==> src/rtl/acc_pkg.sv <==
// Shared definitions for the accumulation-chain send/receive controllers.
package acc_pkg;

  typedef enum logic [1:0] {
    IDLE  = 2'd0,
    ISSUE = 2'd1,
    DRAIN = 2'd2
  } acc_state_e;

  localparam int ACC_DATA_W = 32;

  // Index width with a floor of 1 so DEPTH=1 still has a usable address bit.
  function automatic int idx_w(input int depth);
    return (depth > 1) ? $clog2(depth) : 1;
  endfunction

endpackage

==> src/rtl/acc_skid_buf.sv <==
// Output register plus one skid entry; occ counts both entries and reads still in flight.
module acc_skid_buf import acc_pkg::*; #(
  parameter int DATA_W = ACC_DATA_W,
  parameter int IDX_W  = 4
) (
  input  logic              clk,
  input  logic              rst,
  input  logic              issue,
  input  logic              in_vld,
  input  logic [IDX_W-1:0]  in_idx,
  input  logic [DATA_W-1:0] in_data,
  input  logic              ready,
  output logic              out_vld,
  output logic [IDX_W-1:0]  out_idx,
  output logic [DATA_W-1:0] out_data,
  output logic              fire,
  output logic [1:0]        occ
);

  typedef struct packed {
    logic [IDX_W-1:0]  idx;
    logic [DATA_W-1:0] data;
  } ent_t;

  ent_t out_q, skid_q, in_e;
  logic skid_vld;

  assign in_e     = '{idx: in_idx, data: in_data};
  assign fire     = out_vld & ready;
  assign out_idx  = out_q.idx;
  assign out_data = out_q.data;

  always_ff @(posedge clk) begin
    if (!rst) begin
      out_vld  <= 1'b0;
      out_q    <= '0;
      skid_vld <= 1'b0;
      skid_q   <= '0;
      occ      <= '0;
    end else begin
      occ <= occ + 2'(issue) - 2'(fire);
      if (fire || !out_vld) begin
        // Skid is older than anything arriving, so it always wins the output slot.
        if (skid_vld) begin
          out_q    <= skid_q;
          skid_q   <= in_e;
          skid_vld <= in_vld;
        end else begin
          out_vld <= in_vld;
          if (in_vld) out_q <= in_e;
        end
      end else if (in_vld) begin
        skid_q   <= in_e;
        skid_vld <= 1'b1;
      end
    end
  end

endmodule

==> src/rtl/acc_send_ctrl.sv <==
// Transmit controller: streams DEPTH accumulator words to the next PE over valid/ready.
module acc_send_ctrl import acc_pkg::*; #(
  parameter int DATA_W = ACC_DATA_W,
  parameter int DEPTH  = 16,
  parameter int IDX_W  = idx_w(DEPTH)
) (
  input  logic              clk,
  input  logic              rst,
  input  logic              start,
  input  logic              acc_done_in,
  output logic              buf_rd_en,
  output logic [IDX_W-1:0]  buf_rd_addr,
  input  logic [DATA_W-1:0] buf_rd_data,
  output logic              acc_valid_out,
  output logic [IDX_W-1:0]  acc_idx_out,
  output logic [DATA_W-1:0] acc_data_out,
  output logic              busy,
  output logic              send_done
);

  localparam int               STAGES   = 1;
  localparam logic [IDX_W:0]   LAST_PTR = (IDX_W+1)'(DEPTH-1);
  localparam logic [IDX_W-1:0] LAST_IDX = IDX_W'(DEPTH-1);

  acc_state_e       state, state_nxt;
  logic [IDX_W:0]   rd_ptr;
  logic [STAGES:0]  vld_pipe;
  logic [STAGES:1]  vld_q;
  logic [IDX_W-1:0] rd_idx_q;
  logic             fire, last_rd, last_fire;
  logic [1:0]       occ;

  assign buf_rd_addr = rd_ptr[IDX_W-1:0];
  assign last_rd     = buf_rd_en && (rd_ptr == LAST_PTR);
  assign last_fire   = fire && (acc_idx_out == LAST_IDX);

  always_ff @(posedge clk) begin
    if (!rst) state <= IDLE;
    else      state <= state_nxt;
  end

  always_comb begin
    state_nxt = state;
    case (state)
      IDLE:    if (start)     state_nxt = ISSUE;
      ISSUE:   if (last_rd)   state_nxt = DRAIN;
      DRAIN:   if (last_fire) state_nxt = IDLE;
      default:                state_nxt = IDLE;
    endcase
  end

  // A slot freed by this cycle's fire can be refilled by a read issued the same cycle.
  always_comb begin
    busy      = (state != IDLE);
    buf_rd_en = (state == ISSUE) && ((occ - 2'(fire)) < 2'd2);
  end

  // Read-data valid tracks the one-cycle buffer latency.
  assign vld_pipe = {vld_q, buf_rd_en};

  always_ff @(posedge clk) begin
    if (!rst) begin
      rd_ptr    <= '0;
      vld_q     <= '0;
      rd_idx_q  <= '0;
      send_done <= 1'b0;
    end else begin
      if (state == IDLE && start) rd_ptr <= '0;
      else if (buf_rd_en)         rd_ptr <= rd_ptr + 1'b1;
      vld_q     <= vld_pipe[STAGES-1:0];
      rd_idx_q  <= buf_rd_addr;
      send_done <= (state == DRAIN) && last_fire;
    end
  end

  acc_skid_buf #(.DATA_W(DATA_W), .IDX_W(IDX_W)) u_skid (
    .clk      (clk),
    .rst      (rst),
    .issue    (buf_rd_en),
    .in_vld   (vld_pipe[STAGES]),
    .in_idx   (rd_idx_q),
    .in_data  (buf_rd_data),
    .ready    (acc_done_in),
    .out_vld  (acc_valid_out),
    .out_idx  (acc_idx_out),
    .out_data (acc_data_out),
    .fire     (fire),
    .occ      (occ)
  );

endmodule

==> config.mk <==
export PLATFORM = sky130hd
export DESIGN_NAME = acc_send_ctrl
export DESIGN_NICKNAME = d
export VERILOG_FILES = /design/src/rtl/acc_pkg.sv /design/src/rtl/acc_skid_buf.sv /design/src/rtl/acc_send_ctrl.sv
export SDC_FILE = /design/constraint.sdc
export NUM_CORES = 1
export LEC_CHECK = 0
export CAP_MARGIN = 5
export CORE_MARGIN = 3
export CORE_UTILIZATION = 55
export DETAILED_ROUTE_END_ITERATION = 10
export PLACE_DENSITY = 0.84
export SYNTH_ARGS = -nofsm -noshare
export SYNTH_HDL_FRONTEND = slang
export SYNTH_HIERARCHICAL = 1
export SYNTH_SLANG_ARGS = --single-unit
==> constraint.sdc <==
create_clock -name clk -period 3.8 [get_ports clk]
set_input_delay 0.57 -clock clk [delete_from_list [all_inputs] [get_ports clk]]
set_output_delay 0.57 -clock clk [all_outputs]
set_load 0.02 [all_outputs]
# Word level (Yosys, flattened, before mapping)
# Index checks and enable logic that the tools add are counted.
dict set report word_totals {
  output_inout_bits 44
  regBits 89
  word_cells 55
  in_bits 36
}
dict set report classes {
  n_bitwise 3
  mux 11
  eq_ne 8
  reduce_logical 16
  addsub 4
  order_cmp 1
}
# op n
set ops {}
lappend ops {{$mux 36} 4}
lappend ops {{$mux 2} 3}
lappend ops {{$ne 2x2->1 const B} 3}
lappend ops {{$pmux 2 s3} 1}
lappend ops {{$reduce_and 2->1} 3}
lappend ops {{$reduce_bool 2->1} 3}
lappend ops {{$add 5x1->5 const B} 1}
lappend ops {{$eq 5x4->1 const B} 1}
lappend ops {{$logic_and 1x1->1} 5}
lappend ops {{$eq 4x4->1 const B} 1}
lappend ops {{$sub 2x1->2} 2}
lappend ops {{$mux 1} 3}
lappend ops {{$reduce_and 3->1} 1}
lappend ops {{$add 2x1->2} 1}
lappend ops {{$eq 2x1->1 const B} 1}
lappend ops {{$eq 2x2->1 const B} 1}
lappend ops {{$logic_not 2->1} 1}
lappend ops {{$lt 2x2->1 const B} 1}
lappend ops {{$ne 2x1->1 const B} 1}
lappend ops {{$not 1->1} 2}
lappend ops {{$reduce_or 2->1} 1}
lappend ops {{$and 1x1->1} 1}
lappend ops {{$logic_not 1->1} 1}
lappend ops {{$logic_or 1x1->1} 1}

# Depth between registers and ports, before layout
# Gate-level depths: netlist of the first run.
dict set report depth {
  ltp_word 7
  ltp_mapped 11
  mapped_depth_nobuf 11
}

# Cells and area by module
# The synthesis of the first run kept the hierarchy.
# module seq_area_each_um2 cells_each n_inst area_each_um2
set by_module_without_submodules {}
lappend by_module_without_submodules {acc_skid_buf 1521.5 346 1 3379.5}
lappend by_module_without_submodules {acc_send_ctrl 260.2 63 1 591.8}

# Worst setup path before layout of the first run
# No wires, ideal clock.
dict set report synth_path {
  kind {input -> register}
  startpoint {input port acc_done_in}
  endpoint {register u_skid.occ[1]}
  path_slack_ns 1.108
  path_buffers 0
  required_time_ns 3.685
  setup_time_ns 0.115
  stages 11
  arrival_ns 2.577
  cell_sequence {and2_1 > nor2b_4 > mux2_4 > nor2_1 > inv_1 > ha_1 > inv_1 > ha_1 > xnor2_1 > xnor2_1 > and2_1}
}
dict set report synth_between {
  elab_chain_len 6
}
# item line_no
set synth_lines {}
lappend synth_lines {{start: declaration} acc_send_ctrl.sv:10} ;# input logic acc_done_in,
lappend synth_lines {{$and 1x1->1} acc_skid_buf.sv:29} ;# assign fire = out_vld & ready;
lappend synth_lines {{$sub 2x1->2} acc_send_ctrl.sv:55} ;# buf_rd_en = (state == ISSUE) && ((occ - 2'(fire)) < 2'd2);
lappend synth_lines {{$lt 2x2->1} acc_send_ctrl.sv:55}
lappend synth_lines {{$logic_and 1x1->1} acc_send_ctrl.sv:55}
lappend synth_lines {{named net buf_rd_en} acc_send_ctrl.sv:11} ;# output logic buf_rd_en,
lappend synth_lines {{$add 2x1->2} acc_skid_buf.sv:41} ;# occ <= occ + 2'(issue) - 2'(fire);
lappend synth_lines {{$sub 2x1->2} acc_skid_buf.sv:41}
lappend synth_lines {{end signal: assignment} acc_skid_buf.sv:41}
lappend synth_lines {{end: declaration} acc_skid_buf.sv:17} ;# output logic [1:0] occ
# The timed path passes the listed nets, and every way through them passes these cells.
# A chain may end at the register's enable or synchronous reset.

# Worst setup path after layout of the first run
dict set report layout_path {
  startpoint {input port acc_done_in}
  endpoint {output port buf_rd_en}
}
dict set report layout_between {
  elab_chain_len 4
}
# item line_no
set layout_lines {}
lappend layout_lines {{$and 1x1->1} acc_skid_buf.sv:29}
lappend layout_lines {{named net fire} acc_send_ctrl.sv:30} ;# logic fire, last_rd, last_fire;
lappend layout_lines {{$sub 2x1->2} acc_send_ctrl.sv:55}
lappend layout_lines {{$lt 2x2->1} acc_send_ctrl.sv:55}
lappend layout_lines {{$logic_and 1x1->1} acc_send_ctrl.sv:55}
lappend layout_lines {{end: declaration} acc_send_ctrl.sv:11}
# The timed path passes the listed nets, and every way through them passes these cells.

==> results of run 1 <==
cells by family (layout without fill, tap and decap cells):
family                   Yosys count  count (layout)  synth area share
AO/OA/AOI/OAI                     47              47            0.1084
XOR/XNOR                           2               2          0.004412
adder cells (fa/ha/maj)            4               4           0.01260
buffers and inverters             43             107           0.05892
flip-flops                        89              89            0.4486
multiplexers                      75              75            0.1903
AND/OR/NAND/NOR                  149             149            0.1767
through the flow:
stage	instance area (sq um)	std cells	util	worst slack [ns]
floorplan	3971	409	-	1.108
global route	4942	569	0.7156	0.5496
global placement	4738	554	0.6861	0.6762
detailed placement	4738	554	0.6861	0.6447
finish	4942	569	0.7156	0.6083
CTS	4942	569	0.7156	0.6442
critical path, stage by stage:
cell and delay, ns:
clkdlybuf4s50_1 0.50, and2_1 0.21, nor2b_4 0.17, mux2_4 0.35, nor2_1 0.18, clkdlybuf4s50_1 0.64
state kept, by name, summed over array words and instances, names as in the netlist:
| register | count |
|---|---|
| u_skid/out_vld | 1 |
| rd_ptr | 5 |
| u_skid/out_idx | 4 |
| send_done | 1 |
| state | 2 |
| u_skid/out_data | 32 |
| u_skid/skid_vld | 1 |
| u_skid/skid_q | 36 |
| u_skid/occ | 2 |
| rd_idx_q | 4 |
| vld_q | 1 |
where the power goes:
| group | switching [mW] | internal (mW) |
|---|---|---|
| registers | 0.0278 | 0.975 |
| logic | 0.152 | 0.154 |
| clock network | 0.318 | 0.336 |
| total | 0.498 | 1.46 |
cells in the final DEF, fill, tap and decap left out, types with 2 or more instances in the layout:
master	n
a21boi_1	2
mux2i_1	73
and3_1	2
a21oi_1	2
nand3_1	38
and2_1	8
o211a_1	36
nor2b_1	2
xnor2_1	2
o31ai_1	2
or4_1	3
nand2_1	78
or3_2	2
clkbuf_8	11
nand2b_1	5
buf_4	9
dfxtp_1	88
clkdlybuf4s50_1	78
ha_1	4
nor2_1	3
o21ai_0	2
clkinvlp_4	3
inv_1	5
final cells by class:
cell class                      count  area share
Clock buffer                       11     0.03063
Timing Repair Buffer               87      0.1716
Sequential cell                    89      0.3608
Tap cell                           96     0.02430
Multi-Input combinational cell    277      0.3982
Inverter                            5    0.003797
Clock inverter                      4     0.01063
final timing paths:
check,start,to,depth (start not counted)
setup reg to reg,u_skid/out_vld$_SDFFE_PN0P_,u_skid/occ[1]$_SDFF_PN0_,12
hold / removal,rd_idx_q[3]$_SDFF_PN0_,u_skid/skid_q[35]$_SDFFE_PN0P_,2
setup / recovery,acc_done_in,buf_rd_en,6
hold reg to reg,rd_idx_q[3]$_SDFF_PN0_,u_skid/skid_q[35]$_SDFFE_PN0P_,2
synth_stat cells, drive strengths merged:
master   n  share of area
mux2     1         0.0038
a21oi    2         0.0025
nor3     1         0.0013
a21boi   3         0.0057
nand2b   5         0.0079
xnor2    2         0.0044
nor3b    1         0.0019
o211ai   1         0.0019
and2     9          0.015
nand2   78          0.074
nand3b   1         0.0019
or4      3         0.0057
nor4b    1         0.0022
nand3   38          0.048
ha       4          0.013
and3     2         0.0032
or2      2         0.0032
inv      5         0.0047
dfxtp   89           0.45
nor2b    3         0.0066
o211a   36          0.091
o21ai    3         0.0038
or3      2         0.0038
nor2     3         0.0028
clkbuf  17          0.016
o31ai    2         0.0038
buf     21          0.038
mux2i   74           0.19
per-layer routing:
| layer | share of wire | vias to the layer above | global-route usage |
|---|---|---|---|
| li1 | - | 1540 | - |
| met1 | 0.43 | 1531 | 0.2486 |
| met2 | 0.52 | 66 | 0.3814 |
| met3 | 0.035 | 8 | 0.04308 |
| met4 | 0.011 | 0 | 0.07161 |
| met5 | 0 | - | 0 |
==> run_results.csv, run 1 <==
group,metric,value,unit
cts,clk_pin_slew,0.09,ns
cts,cts-hold-fix-buffers,0,
cts,cts-root-buf,"clkbuf_8",
final_layout,synthToLayoutAreaGrowth,24.45,%
drt,drtAntennaViolNets,0,
final_layout,multi_input_area,1968,sq um
cts,clk_latency,0.34,ns
final_layout,num-nets-final,509,
global_route,grt-ovfl-total,0,
sta,hold_viol,0,
drt,finalWirelength,8529,um
floorplan,die-width,90.98,um
yosys,syn-cell-area,3971,sq um
placed_design,gp_congestion,0.8286,
sta,finalCritPeriodShare,0.8399,
pwr,ir_drop,0.2313,mV
sta,clock.fmax,313.3,MHz
worst_setup_path,crit_type,"primary input to output port",
final_layout,seqCellArea,1783,sq um
placed_design,numPortBuffers,79,
yosys,yosysUniqueCellTypes,36,
cts,cts_resized,0,
yosys,yosys_warnings,6,
yosys,synth_cells,409,
yosys,synth_area_per_cell,9.710,sq um
cts,cts_buffers,9,
final_layout,drive_gt1_frac,0.06765,
pwr,power.density,397.0,nW/um^2
cts,clock-sinks,89,
global_route,grt_pass1_vias,3143,
final_layout,n_fill_cell,553,
worst_setup_path,worst-r2r-setup-slack,1.31,ns
worst_setup_path,end_kind,"output port",
floorplan,die_y,90.98,um
drt,detail_route.wl_per_cell,14.99,um
worst_setup_path,critPathLaunchType,"primary input",
worst_setup_path,crit_arrival,2.62,ns
sta,worstMarginPinSlew,0.7243,ns
drt,vias,3145,
floorplan,dieArea,8276,sq um
final_layout,diodes,0,
global_route,grt_max_degree,82,
cts,clockBufferDepth,2,
worst_setup_path,worstPathRequired,3.23,ns
floorplan,num_rows,30,
floorplan,io_pins,80,
hold_path,min_path_type,"flop to flop",
global_route,antenna_found_initial,0,
drt,route.detailed.drc,0,
sta,slew_headroom,0.5172,
sta,setup_tns,0,ns
sta,rsz0062_at_grt,"false",
cts,post-cts-setup-buffers,0,
run_status,outcome,"complete, no violations",
cts,h-tree-depth,3,
run,maxCapViolCount,0,
sta,skew,0.01232,ns
yosys,ys_ff_latch,89,
sta,finalSetupViolations,0,
floorplan,start_util,0.5750,
cts,cts_tree,"built",
pwr,p_leak,2.348,nW
yosys,synth_fp_nets,449,
sta,fin_crit,3.192,ns
global_route,grt_use_total,0.2115,
global_route,grt_first_pass_wirelength,14340,um
drt,via_per_inst,5.527,
drt,firstDrtPassIters,4,
placed_design,dp_hpwl,5595,um
pwr,total_power,1.962,mW
worst_setup_path,critical_path_peak_fanout,10,
drt,drt_iter0_markers,147,
floorplan,core_area,6907,sq um
sta,maxSlewViolCount,0,
sta,whs,0.4620,ns
yosys,seq_area_frac_synth,0.4486,
No activity file was read; power rests on OpenSTA's default activity.
==> inputs of run 2 (changes only) <==
Settings changed: CORE_UTILIZATION 55 to 46, PLACE_DENSITY 0.84 to 0.74.
Clock period 3.8 ns to 2.6 ns, I/O delays scaled along.
==> run_results.csv, run 2 (synthesis results as in run 1) <==
group,metric,value,unit
worst_setup_path,end_kind,"output port",
cts,post-cts-setup-buffers,0,
cts,clk_pin_slew,0.08,ns
worst_setup_path,crit_arrival,2.06,ns
cts,clockBufferDepth,2,
floorplan,die-width,98.92,um
cts,clock-sinks,89,
drt,firstDrtPassIters,4,
cts,clk_latency,0.34,ns
final_layout,instances_no_fill,582,
global_route,grt_use_total,0.1762,
global_route,grt_first_pass_wirelength,14040,um
sta,clock.fmax,407.5,MHz
floorplan,die_y,98.92,um
global_route,antenna_found_initial,0,
cts,h-tree-depth,3,
final_layout,num-nets-final,512,
pwr,p_seq_frac,0.494,
run,maxCapViolCount,0,
run_status,outcome,"complete, no violations",
drt,finalWirelength,8523,um
pwr,intPower,2.251,mW
floorplan,io_pins,80,
global_route,grt_pass1_vias,3008,
pwr,combPwrFrac,0.153,
cts,cts_tree,"built",
drt,detail_route.wl_per_cell,14.64,um
placed_design,place_inst,566,
sta,setup_ws,0.1461,ns
pwr,power.density,592.5,nW/um^2
cts,cts-root-buf,"clkbuf_8",
final_layout,layout_commonest_cell,"dfxtp_1",
final_layout,diodes,0,
worst_setup_path,worst-r2r-setup-slack,0.36,ns
final_layout,finish.utilization,0.6035,
worst_setup_path,crit_type,"primary input to output port",
pwr,p_leak,2.388,nW
cts,cts_buffers,9,
final_layout,synthToLayoutAreaGrowth,26.12,%
sta,rsz0062_at_grt,"false",
drt,drt_iter0_markers,101,
pwr,sw_frac_of_total,0.2416,
drt,drtAntennaViolNets,0,
hold_path,min_path_type,"primary input to flop",
sta,whs,0.3575,ns
drt,via_per_inst,5.321,
floorplan,start_util,0.4785,
floorplan,num_rows,33,
global_route,grt-ovfl-total,0,
sta,finalCritPeriodShare,0.9438,
pwr,p_sw,0.7170,mW
worst_setup_path,critical_path_peak_fanout,4,
pwr,ir_drop,0.3542,mV
final_layout,regMostFlops,"u_skid/skid_q",
sta,maxSlewViolCount,0,
placed_design,dp_hpwl,5535,um
sta,slew_headroom,0.5466,
pwr,p_clk_frac,0.353,
final_layout,drive_gt1_frac,0.07128,
final_layout,multi_input_area,1971,sq um
sta,fin_crit,2.454,ns
floorplan,core_area,8299,sq um
worst_setup_path,critPathLaunchType,"primary input",
drt,route.detailed.drc,0,
worst_setup_path,worstPathRequired,2.21,ns
final_layout,layout_common_cells,"88 x dfxtp_1, 78 x nand2_1, 77 x clkdlybuf4s50_1",
placed_design,numPortBuffers,79,
sta,skew,0.007160,ns
placed_design,gp_congestion,0.7656,
pwr,total_power,2.968,mW
final_layout,seqCellArea,1783,sq um
sta,finalSetupViolations,0,
placed_design,pre_cts_ws,-0.1727,ns
final_layout,largest_register_ffs,36,
drt,vias,3097,
sta,worstMarginPinSlew,0.6800,ns
global_route,grt_max_degree,111,
sta,hold_viol,0,
final_layout,n_fill_cell,746,
floorplan,dieArea,9784,sq um
## run 2: changes by cell type in the layout (fill, tap and decap cells not counted), sizes merged
cell           change
buf                +3
clkbuf             +3
clkinvlp           -3
bufinv             +1
clkdlybuf4s50      -1
dlygate4sd2        +1
## run 2: layout make-up
cell class,count,area share
Inverter,5,0.003747
Clock inverter,2,0.01199
Multi-Input combinational cell,277,0.3935
Clock buffer,14,0.03248
Timing Repair Buffer,90,0.1761
Sequential cell,89,0.3560
Tap cell,105,0.02623
## run 2: routing by layer
metal / track usage / wire length [um] / vias up
met4: 0.05042 / 80 / 0
met3: 0.05166 / 405 / 6
li1: - / - / 1542
met2: 0.3032 / 4187 / 62
met5: 0 / 0 / -
met1: 0.2132 / 3850 / 1487
## run 2: power by group through the flow
stage	sequential [mW]	combinational (mW)	clock, mW
finish	1.47	0.454	1.05
CTS	1.47	0.458	1.08
global placement	1.50	0.449	0
global route	1.48	0.489	1.14
floorplan	1.55	0.199	0
detailed placement	1.50	0.458	0
## run 2: repair_timing
action                                  4_1_cts  5_1_grt
hold endpoints to repair                      0        0
gates resized for setup                       1        0
hold buffers                                  0        0
endpoints found under the setup margin        1        0
## run 2: worst paths after layout
check / endpoint / from / depth (start not counted)
hold / removal: send_done$_SDFF_PN0_ / rst / 3
hold reg to reg: u_skid/skid_q[32]$_SDFFE_PN0P_ / rd_idx_q[0]$_SDFF_PN0_ / 2
setup reg to reg: u_skid/occ[1]$_SDFF_PN0_ / u_skid/out_vld$_SDFFE_PN0P_ / 11
setup / recovery: buf_rd_en / acc_done_in / 6
## run 2: critical path, stage by stage
cell and delay (ns):
clkdlybuf4s50_1 0.52, and2_1 0.18, nor2b_4 0.15, mux2_4 0.31, nor2_2 0.15, dlygate4sd2_1 0.36
## run 2: per-stage QoR
step / cell area [sq um] / TNS, ns
floorplan: 3974 / 0
global route: 5009 / 0
detailed placement: 4787 / -0.2987
CTS: 5009 / 0
finish: 5009 / 0
global placement: 4787 / -0.1571
